--- config.mk ---
export PLATFORM = sky130hd
export DESIGN_NAME = ad9467_iodelay_cal
export DESIGN_NICKNAME = d
export VERILOG_FILES = /design/src/rtl/ad9467_pkg.sv /design/src/rtl/ad9467_cal_window.sv /design/src/rtl/ad9467_iodelay_cal.sv
export SDC_FILE = /design/constraint.sdc
export NUM_CORES = 2
export LEC_CHECK = 0
export ABC_AREA = 0
export BUFFER_PORTS_ARGS = -buffer_cell sky130_fd_sc_hd__buf_4
export CORE_AREA = 10 10 247 249
export DETAILED_ROUTE_END_ITERATION = 10
export DIE_AREA = 0 0 257 259
export GPL_ROUTABILITY_DRIVEN = 0
export PLACE_DENSITY = 0.74
export SETUP_SLACK_MARGIN = 0.15
export SKIP_CTS_REPAIR_TIMING = 1
export SYNTH_ARGS = -nofsm -noshare
export SYNTH_HDL_FRONTEND = slang
export SYNTH_SLANG_ARGS = --single-unit
--- constraint.sdc ---
create_clock -name adc_clk -period 8.2 [get_ports adc_clk]
set_input_delay 1.64 -clock adc_clk [delete_from_list [all_inputs] [get_ports adc_clk]]
set_output_delay 1.64 -clock adc_clk [all_outputs]
set_load 0.005 [all_outputs]
--- src/rtl/ad9467_pkg.sv ---
// Shared constants, state encoding and helpers for the AD9467 IDELAY calibration block.
package ad9467_pkg;

    localparam int NUM_LANES    = 8;
    localparam int TAP_W        = 5;
    localparam int NUM_TAPS     = 32;
    localparam int LANE_FIELD_W = 8;
    localparam int LEN_W        = TAP_W + 1;   // run lengths go up to NUM_TAPS
    localparam int DATA_W       = NUM_LANES * LANE_FIELD_W;

    // Checkerboard test pattern words; per lane these are 2'b01 / 2'b10
    localparam logic [15:0] PAT_A = 16'h5555;
    localparam logic [15:0] PAT_B = 16'hAAAA;

    typedef logic [2:0] state_t;
    localparam state_t ST_IDLE   = 3'd0;
    localparam state_t ST_LOAD   = 3'd1;
    localparam state_t ST_SETTLE = 3'd2;
    localparam state_t ST_CHECK  = 3'd3;
    localparam state_t ST_NEXT   = 3'd4;
    localparam state_t ST_EVAL   = 3'd5;
    localparam state_t ST_APPLY  = 3'd6;
    localparam state_t ST_DONE   = 3'd7;

    // Same tap in every lane field, reserved bits zero
    function automatic logic [DATA_W-1:0] bcast_tap(input logic [TAP_W-1:0] tap);
        logic [DATA_W-1:0] w;
        w = '0;
        for (int i = 0; i < NUM_LANES; i++) w[i*LANE_FIELD_W +: TAP_W] = tap;
        return w;
    endfunction

endpackage

--- src/rtl/ad9467_cal_window.sv ---
// Per-lane streaming longest-run finder over the 32-entry pass map.
// Outputs are derived from the next-state best run so the top can register
// the final tap on the same edge that consumes k=31.
module ad9467_cal_window
    import ad9467_pkg::*;
#(
    parameter logic [TAP_W-1:0] TAP_DEFAULT = 5'd0
) (
    input  logic             clk,
    input  logic             resetn,
    input  logic             en,
    input  logic             first,
    input  logic             last,
    input  logic             pass,
    input  logic [TAP_W-1:0] k,
    output logic [TAP_W-1:0] tap,
    output logic             err
);

    logic [TAP_W-1:0] cur_start_q, cur_start_d, best_start_q, best_start_d;
    logic [LEN_W-1:0] cur_len_q, cur_len_d, best_len_q, best_len_d;
    logic [LEN_W-1:0] cur_len_in, best_len_in, run_len, half;
    logic [TAP_W-1:0] best_start_in, run_start;

    // Extend or close the current run; a closed run wins only if strictly longer
    always_comb begin
        cur_len_in    = first ? '0 : cur_len_q;
        best_len_in   = first ? '0 : best_len_q;
        best_start_in = first ? '0 : best_start_q;
        run_start     = (cur_len_in == '0) ? k : cur_start_q;
        run_len       = cur_len_in + LEN_W'(pass);
        cur_start_d   = cur_start_q;
        cur_len_d     = cur_len_q;
        best_start_d  = best_start_q;
        best_len_d    = best_len_q;
        if (en) begin
            cur_start_d  = run_start;
            cur_len_d    = pass ? run_len : '0;
            best_start_d = best_start_in;
            best_len_d   = best_len_in;
            if ((!pass || last) && (run_len > best_len_in)) begin
                best_start_d = run_start;
                best_len_d   = run_len;
            end
        end
    end

    // Centre of the best run, rounded towards its start
    always_comb begin
        half = (best_len_d - LEN_W'(1)) >> 1;
        err  = (best_len_d == '0);
        tap  = err ? TAP_DEFAULT : (best_start_d + half[TAP_W-1:0]);
    end

    // Run tracking registers
    always_ff @(posedge clk) begin
        if (!resetn) begin
            cur_start_q  <= '0;
            cur_len_q    <= '0;
            best_start_q <= '0;
            best_len_q   <= '0;
        end else begin
            cur_start_q  <= cur_start_d;
            cur_len_q    <= cur_len_d;
            best_start_q <= best_start_d;
            best_len_q   <= best_len_d;
        end
    end

endmodule

--- src/rtl/ad9467_iodelay_cal.sv ---
// IDELAY tap calibration sequencer: sweeps all lanes over taps 0..31 against
// the checkerboard pattern, then loads the centre of each lane's best window.
module ad9467_iodelay_cal
    import ad9467_pkg::*;
#(
    parameter int               SETTLE_CYCLES = 16,
    parameter int               WINDOW        = 256,
    parameter logic [TAP_W-1:0] TAP_DEFAULT   = 5'd0
) (
    input  logic        adc_clk,
    input  logic        adc_resetn,
    input  logic        cal_start,
    input  logic        iodelay_ready,
    input  logic [15:0] adc_data,
    input  logic        adc_valid,
    output logic [63:0] iodelay_data,
    output logic        iodelay_load,
    output logic        cal_busy,
    output logic        cal_done,
    output logic [7:0]  cal_error
);

    localparam int CNT_MAX = (SETTLE_CYCLES > WINDOW) ? SETTLE_CYCLES : WINDOW;
    localparam int CNT_W   = $clog2(CNT_MAX) + 1;
    localparam logic [CNT_W-1:0] SETTLE_LAST = CNT_W'(SETTLE_CYCLES - 1);
    localparam logic [CNT_W-1:0] WIN_LAST    = CNT_W'(WINDOW - 1);
    localparam logic [TAP_W-1:0] TAP_LAST    = TAP_W'(NUM_TAPS - 1);

    state_t                                 state_q, state_d;
    logic [TAP_W-1:0]                       tap_q, tap_d;
    logic [CNT_W-1:0]                       cnt_q, cnt_d;
    logic [15:0]                            prev_smp_q, prev_smp_d;
    logic [NUM_LANES-1:0]                   lane_fail_q, lane_fail_d;
    logic [NUM_LANES-1:0][NUM_TAPS-1:0]     pass_map_q, pass_map_d;
    logic [DATA_W-1:0]                      prev_data_q, prev_data_d;
    logic [DATA_W-1:0]                      iodelay_data_q, iodelay_data_d;
    logic                                   iodelay_load_q, iodelay_load_d;
    logic                                   cal_busy_q, cal_busy_d;
    logic                                   cal_done_q, cal_done_d;
    logic [NUM_LANES-1:0]                   cal_error_q, cal_error_d;

    logic [NUM_LANES-1:0]                   smp_fail;
    logic [NUM_LANES-1:0][TAP_W-1:0]        win_tap;
    logic [NUM_LANES-1:0]                   win_err;
    logic                                   eval_en;

    assign eval_en = (state_q == ST_EVAL);

    // Per-lane failure of the current sample: bad code or missing toggle
    always_comb begin
        smp_fail = '0;
        for (int i = 0; i < NUM_LANES; i++) begin
            smp_fail[i] = !((adc_data[2*i +: 2] == PAT_A[2*i +: 2]) ||
                            (adc_data[2*i +: 2] == PAT_B[2*i +: 2])) ||
                          ((cnt_q != '0) && (adc_data[2*i +: 2] == prev_smp_q[2*i +: 2]));
        end
    end

    for (genvar g = 0; g < NUM_LANES; g++) begin : g_win
        ad9467_cal_window #(.TAP_DEFAULT(TAP_DEFAULT)) u_win (
            .clk    (adc_clk),
            .resetn (adc_resetn),
            .en     (eval_en),
            .first  (tap_q == '0),
            .last   (tap_q == TAP_LAST),
            .pass   (pass_map_q[g][tap_q]),
            .k      (tap_q),
            .tap    (win_tap[g]),
            .err    (win_err[g])
        );
    end

    // Sequencer; outputs are registered and set on entry to the state that owns them
    always_comb begin
        state_d        = state_q;
        tap_d          = tap_q;
        cnt_d          = cnt_q;
        prev_smp_d     = prev_smp_q;
        lane_fail_d    = lane_fail_q;
        pass_map_d     = pass_map_q;
        prev_data_d    = prev_data_q;
        iodelay_data_d = iodelay_data_q;
        iodelay_load_d = 1'b0;
        cal_busy_d     = cal_busy_q;
        cal_done_d     = cal_done_q;
        cal_error_d    = cal_error_q;
        case (state_q)
            ST_IDLE: begin
                if (cal_start && iodelay_ready) begin
                    state_d        = ST_LOAD;
                    cal_busy_d     = 1'b1;
                    cal_done_d     = 1'b0;
                    cal_error_d    = '0;
                    prev_data_d    = iodelay_data_q;
                    tap_d          = '0;
                    iodelay_load_d = 1'b1;
                    iodelay_data_d = bcast_tap('0);
                end
            end
            ST_LOAD: begin
                state_d = ST_SETTLE;
                cnt_d   = '0;
            end
            ST_SETTLE: begin
                if (cnt_q == SETTLE_LAST) begin
                    state_d     = ST_CHECK;
                    cnt_d       = '0;
                    lane_fail_d = '0;
                    prev_smp_d  = '0;
                end else begin
                    cnt_d = cnt_q + 1'b1;
                end
            end
            ST_CHECK: begin
                if (adc_valid) begin
                    lane_fail_d = lane_fail_q | smp_fail;
                    prev_smp_d  = adc_data;
                    if (cnt_q == WIN_LAST) state_d = ST_NEXT;
                    else                   cnt_d   = cnt_q + 1'b1;
                end
            end
            ST_NEXT: begin
                for (int i = 0; i < NUM_LANES; i++) pass_map_d[i][tap_q] = ~lane_fail_q[i];
                if (tap_q == TAP_LAST) begin
                    state_d = ST_EVAL;
                    tap_d   = '0;
                end else begin
                    state_d        = ST_LOAD;
                    tap_d          = tap_q + 1'b1;
                    iodelay_load_d = 1'b1;
                    iodelay_data_d = bcast_tap(tap_q + 1'b1);
                end
            end
            ST_EVAL: begin
                if (tap_q == TAP_LAST) begin
                    state_d        = ST_APPLY;
                    iodelay_load_d = 1'b1;
                    iodelay_data_d = '0;
                    for (int i = 0; i < NUM_LANES; i++)
                        iodelay_data_d[i*LANE_FIELD_W +: TAP_W] = win_tap[i];
                    cal_error_d    = win_err;
                end else begin
                    tap_d = tap_q + 1'b1;
                end
            end
            ST_APPLY: begin
                state_d    = ST_DONE;
                cal_busy_d = 1'b0;
                cal_done_d = 1'b1;
            end
            default: state_d = ST_IDLE;
        endcase
        // Losing IDELAYCTRL ready restores the pre-calibration taps, overriding any transition
        if (cal_busy_q && !iodelay_ready) begin
            state_d        = ST_IDLE;
            iodelay_data_d = prev_data_q;
            iodelay_load_d = 1'b1;
            cal_error_d    = '1;
            cal_done_d     = 1'b1;
            cal_busy_d     = 1'b0;
        end
    end

    // State and output registers
    always_ff @(posedge adc_clk) begin
        if (!adc_resetn) begin
            state_q        <= ST_IDLE;
            tap_q          <= '0;
            cnt_q          <= '0;
            prev_smp_q     <= '0;
            lane_fail_q    <= '0;
            pass_map_q     <= '0;
            prev_data_q    <= bcast_tap(TAP_DEFAULT);
            iodelay_data_q <= bcast_tap(TAP_DEFAULT);
            iodelay_load_q <= 1'b0;
            cal_busy_q     <= 1'b0;
            cal_done_q     <= 1'b0;
            cal_error_q    <= '0;
        end else begin
            state_q        <= state_d;
            tap_q          <= tap_d;
            cnt_q          <= cnt_d;
            prev_smp_q     <= prev_smp_d;
            lane_fail_q    <= lane_fail_d;
            pass_map_q     <= pass_map_d;
            prev_data_q    <= prev_data_d;
            iodelay_data_q <= iodelay_data_d;
            iodelay_load_q <= iodelay_load_d;
            cal_busy_q     <= cal_busy_d;
            cal_done_q     <= cal_done_d;
            cal_error_q    <= cal_error_d;
        end
    end

    assign iodelay_data = iodelay_data_q;
    assign iodelay_load = iodelay_load_q;
    assign cal_busy     = cal_busy_q;
    assign cal_done     = cal_done_q;
    assign cal_error    = cal_error_q;

endmodule

# --- Yosys cells after proc, flatten, opt, wreduce, memory -nomap -nowiden ---
# Index checks and enable logic that the tools add are counted.
word_totals:
  ff_bits: 612
  in_bits: 21
  output_inout_bits: 75
  word_cells: 382
classes:
  add_sub_neg: 26
  order_cmp: 10
  n_eq_ne: 43
  n_mux: 146
  bitwise_logic: 10
  reduce_logical: 96
op_table:
  columns: ["op", "count"]
  rows:
  - ["$bwmux W32", 8]
  - ["$mux W64", 4]
  - ["$mux W6", 40]
  - ["$mux W5", 43]
  - ["$pmux W64 S3", 1]
  - ["$logic_not A6 Y1", 16]
  - ["$add A6 B1 Y6", 8]
  - ["$gt A6 B6 Y1", 8]
  - ["$sub A6 B1 Y6 const B", 8]
  - ["$add A5 B5 Y5", 8]
  - ["$bmux W1 S5", 8]
  - ["$mux W8", 5]
  - ["$mux W16", 2]
  - ["$pmux W16 S2", 1]
  - ["$pmux W8 S2", 2]
  - ["$mux W9", 3]
  - ["$pmux W9 S3", 1]
  - ["$logic_or A1 B1 Y1", 24]
  - ["$pmux W3 S7", 1]
  - ["$logic_and A1 B1 Y1", 19]
  - ["$mux W3", 6]
  - ["$logic_not A1 Y1", 17]
  - ["$eq A2 B1 Y1 const B", 8]
  - ["$eq A2 B2 Y1", 8]
  - ["33 further kinds", 82]

# --- Logic depth before layout (Yosys ltp) ---
depth:
  depth_word: 13
  ltp_mapped: 45
  mapped_depth_nobuf: 30

# --- Modules after synthesis ---
# A second synthesis with hierarchy kept.
unflattened:
  hier_cells: 3833
  area_unflattened_um2: 32762.7
by_module_without_submodules:
  columns: ["module", "n_inst", "cells_per_inst", "area_each_um2", "seq_area_each_um2"]
  rows:
  - ["ad9467_iodelay_cal", 1, 2249, 19289.8, 8728.4]
  - ["ad9467_cal_window", 8, 198, 1684.1, 440.4]

# --- Worst setup path before layout ---
# OpenSTA, ideal clock, no wires.
synth_path:
  path_kind: "reg-to-reg"
  from: "register tap_q[1]"
  to: "register iodelay_data_q[36] (netlist: iodelay_data[36])"
  setup_time_ns: 0.092
  t_arrival_ns: 8.910
  t_required_ns: 8.108
  path_slack_ns: -0.802
  path_stages_with_launch: 46
  path_buffers: 15
  cell_sequence: "dfxtp_1 buf_2 buf_2 buf_2 buf_2 buf_2 clkbuf_1 clkinv_1 ha_1 or4b_4 buf_6 clkbuf_1 clkbuf_1 clkbuf_1 clkbuf_1 clkbuf_1 clkbuf_1 nand2_1 [... 10 more ...] o31a_1 a221oi_2 nand2_1 clkbuf_1 mux2i_1 inv_1 ha_1 inv_1 ha_1 inv_1 fa_1 inv_1 a21o_1 a21oi_1 or3_1 a21o_1 and4_1 o32ai_1"
synth_via:
  elab_chain_len: 13
synth_lines:
  columns: ["item", "line", "text"]
  rows:
  - ["start: declaration", "ad9467_iodelay_cal.sv:30", "logic [TAP_W-1:0] tap_q, tap_d;"]
  - ["start signal: assignment", "ad9467_iodelay_cal.sv:181", "tap_q <= tap_d;"]
  - ["$bmux W1 S5 / $logic_not A5 Y1 (equally long branches)", "ad9467_iodelay_cal.sv:66, ad9467_iodelay_cal.sv:64", null]
  - ["$mux W1 (implied by the code) / $mux W6 (equally long branches)", "ad9467_iodelay_cal.sv:66, ad9467_cal_window.sv:27", null]
  - ["$add A6 B1 Y6 / $logic_not A1 Y1 (equally long branches)", "ad9467_cal_window.sv:31, ad9467_cal_window.sv:41", null]
  - ["$gt A6 B6 Y1 / $logic_or A1 B1 Y1 (equally long branches)", "ad9467_cal_window.sv:41", "if ((!pass || last) && (run_len > best_len_in)) begin"]
  - ["$logic_and A1 B1 Y1", "ad9467_cal_window.sv:41", null]
  - ["$mux W6", "ad9467_cal_window.sv:41", null]
  - ["$mux W6", "ad9467_cal_window.sv:36", "if (en) begin"]
  - ["$sub A6 B1 Y6", "ad9467_cal_window.sv:50", "half = (best_len_d - LEN_W'(1)) >> 1;"]
  - ["$add A5 B5 Y5", "ad9467_cal_window.sv:52", "tap = err ? TAP_DEFAULT : (best_start_d + half[TAP_W-1:0]);"]
  - ["$mux W5", "ad9467_cal_window.sv:52", null]
  - ["$mux W64", "ad9467_iodelay_cal.sv:135", "if (tap_q == TAP_LAST) begin"]
  - ["$pmux W64 S3", "ad9467_iodelay_cal.sv:87", "case (state_q)"]
  - ["$mux W64", "ad9467_iodelay_cal.sv:154", "if (cal_busy_q && !iodelay_ready) begin"]
  - ["end signal: assignment", "ad9467_iodelay_cal.sv:174", "iodelay_data_q <= bcast_tap(TAP_DEFAULT);"]
  - ["end signal: assignment", "ad9467_iodelay_cal.sv:187", "iodelay_data_q <= iodelay_data_d;"]
  - ["end: declaration", "ad9467_iodelay_cal.sv:36", "logic [DATA_W-1:0] iodelay_data_q, iodelay_data_d;"]
# Parallel ways exist; a longest one is shown, timed or not. The select of a mux whose other input is x is not followed.
# A chain may end at the register's enable or synchronous reset.

# --- Worst setup path after layout ---
layout_path:
  from: "register tap_q[3]"
  to: "register iodelay_data_q[52] (netlist: iodelay_data[52])"
# The elaborated chain is that of the path after synthesis.

==> out/metrics.yaml <==
drc_errors: 0
grt_pass1_wl_mm: 135
synth-edff-count: 0
ys_seq_area_share_pct: 40.1
finalHoldViolations: 0
clk_pin_slew_ns: 0.06
setup_viol: 0
post-place-ws_ns: 0.870
syn_nets: 3796
crit_family: "simple AND/OR/NAND/NOR gates"
drv_slew: 0
synthFlopType: "dfxtp_1"
grt_overflow: 0
cts_buffers: 67
holdPathStages: 2
crit_slowest_cell: "nor4_1"
cts.sinks: 612
wl_per_cell_um: 19.2
worstPathArrival_ns: 7.93
num_rows: 87
drtIter0Drc: 2636
ys_seq_elements: 612
grtUsageTotal_pct: 24.4
synth_cells: 3656
cp-end-kind: "register"
vias: 26200
placeableCoreArea_um2: 56000
r2r_slack_ns: 0.75
ir_drop_v: 0.000148
die_h_um: 259
vias_per_cell: 5.97
cts_tree: "built"
yosys.area.top_type: "dfxtp_1"
syn2layout_area_growth_pct: 10.8
async_flop_share_pct: 0
antenna_found_initial: 0
clkLatencyLatePin_ns: 0.64
holdCritPathClass: "register to register"
grt_pass1_vias: 24500
min_from: "prev_data_q[32]$_SDFFE_PN0P_"
start_kind: "register"
drive_gt1_share_pct: 8.61
cts.path.max_buffers: 3
final_nets: 3723
power_density_nw_per_um2: 206
cellLeakagePower_uw: 0.0118
crit_top_cell: "ha_1"
syn_avg_cell_area_um2: 8.37
drv_cap: 0
holdPathEnd: "prev_data_q[32]$_SDFFE_PN0P_"
dp_hpwl_mm: 55.9
final_antenna_net_count: 0
htree_levels: 3
skew_ns: 0.0546
finalWorstSetupSlack_ns: 0.750
r2r-end: "iodelay_data[52]$_SDFFE_PN0P_"
wl_mm: 84.5
clock.fmax_mhz: 134
slowest_delay_ns: 0.69
port_buffers: 95
status: "finished clean"
path_buf_inv: 4
initial_core_util_pct: 54.7
die_w_um: 257
grt_max_degree: 208
worstReg2RegStart: "tap_q[3]$_SDFFE_PN0P_"
rsz0062_at_grt: "false"
r2r_cells: 27
slew_headroom_pct: 17.3
synth.area.top_cells: "dfxtp_1 40%, mux2i_1 7.7%, nor2_1 7.0%"
min_period_over_period_pct: 90.9
synth_top_cell_area_share_pct: 40.1
finalSetupTns_ns: 0
synth_cell_types: 82
yosysMostFrequentCell: "dfxtp_1"
synth.top_cells.by_count: "612 x dfxtp_1, 573 x nor2_1, 356 x nand2_1, 250 x a21oi_1, 237 x a211oi_1"
crit_fanout: 26
yosysWarnings: 0
period_needed_ns: 7.45
ios: 96
drt-pass1-iter-count: 5
cts_root_buf: "clkbuf_16"
worstMarginPinSlew_ns: 1.24
synth_area_um2: 30600
die_area_um2: 66600
crit_required_ns: 8.68
critPathKind: "register to register"
-- worst register-to-register path, delay by kind of cell, from the launching register on --
kind                     cells  cell delay, ns
adder cells (fa/ha/maj)      6            1.76
AND/OR/NAND/NOR              6            2.10
XOR/XNOR                     3            0.97
AO/OA/AOI/OAI                8            1.39
buffers and inverters        4            0.57
flip-flops                   1            0.50
-- metal layers --
metal / up-vias / wire length, um / track usage, %
met4: 0 / 2940 / 9.73
met1: 12400 / 38200 / 33.4
met3: 168 / 5270 / 3.66
met2: 838 / 38100 / 38.3
li1: 12800 / - / -
met5: - / 0 / 0
-- report_power, final --
group	total, uW	leakage [uW]	switching, uW	internal (uW)
sequential	3160	0.00494	99.0	3060
combinational	731	0.00580	484	247
clock	3100	0.00111	1260	1830
total	6990	0.0118	1840	5140
-- through the flow --
step	hold WS [ns]	power, uW	utilization [%]	std cells	instance area, um^2
2_1_floorplan	0.431	3620	-	3656	30600
3_3_place_gp	0.437	3930	56.5	4270	31600
3_5_place_dp	0.444	3940	56.5	4270	31600
4_1_cts	0.452	7010	60.6	4391	33900
5_1_grt	0.468	7210	60.6	4391	33900
6_report	0.453	6990	60.6	4392	33900
-- how the worst max path moves through the flow --
stage / slack (ns) / cells past startpoint / startpoint / end
after floorplan: 0.16 / 45 / tap_q[1]$_SDFFE_PN0P_ / iodelay_data[36]$_SDFFE_PN0P_
after CTS: 0.85 / 27 / tap_q[3]$_SDFFE_PN0P_ / iodelay_data[52]$_SDFFE_PN0P_
final: 0.75 / 27 / tap_q[3]$_SDFFE_PN0P_ / iodelay_data[52]$_SDFFE_PN0P_
after detailed placement: 0.87 / 27 / tap_q[3]$_SDFFE_PN0P_ / iodelay_data[52]$_SDFFE_PN0P_
after global placement: 1.11 / 26 / tap_q[1]$_SDFFE_PN0P_ / iodelay_data[44]$_SDFFE_PN0P_
after global routing: 0.27 / 30 / tap_q[1]$_SDFFE_PN0P_ / iodelay_data[36]$_SDFFE_PN0P_
-- logic make-up (layout without fill, tap and decap cells) --
group	Yosys count	after routing	share of synthesized area, %
flip-flops	612	612	40.1
AO/OA/AOI/OAI	875	875	18.7
multiplexers	242	242	7.95
adder cells (fa/ha/maj)	119	119	5.06
other	0	1	0
AND/OR/NAND/NOR	1316	1316	19.3
buffers and inverters	378	357	4.81
XOR/XNOR	114	114	4.13
-- area by class of cell --
class / count / area (um^2)
fill: 4904 / 22100
tap: 756 / 946
antenna: 1 / 2.50
multi-input combinational: 2666 / 16900
clock buffer: 95 / 1910
sequential: 612 / 12300
clock inverter: 26 / 372
inverter: 99 / 380
timing repair buffer: 137 / 1090
-- cells in the final DEF, fill, tap and decap left out, types with 71 or more instances in the layout --
master / instances
nand2_1: 353
buf_4: 132
nor2_1: 573
ha_1: 111
a21oi_1: 250
o21ai_0: 99
mux2i_1: 234
dfxtp_1: 606
and2_1: 71
nand3_1: 96
a211oi_1: 237
inv_1: 95
-- sequential cells by signal (all words and copies together) (netlist names), 3 cells and up --
register                  count
lane_fail_q                   8
iodelay_data                 64
prev_smp_q                   16
g_win.u_win.cur_start_q      40
cal_error                     8
g_win.u_win.best_len_q       48
tap_q                         5
state_q                       3
pass_map_q                  256
g_win.u_win.best_start_q     40
prev_data_q                  64
cnt_q                         9
g_win.u_win.cur_len_q        48
(Power assumes the default switching activity.)
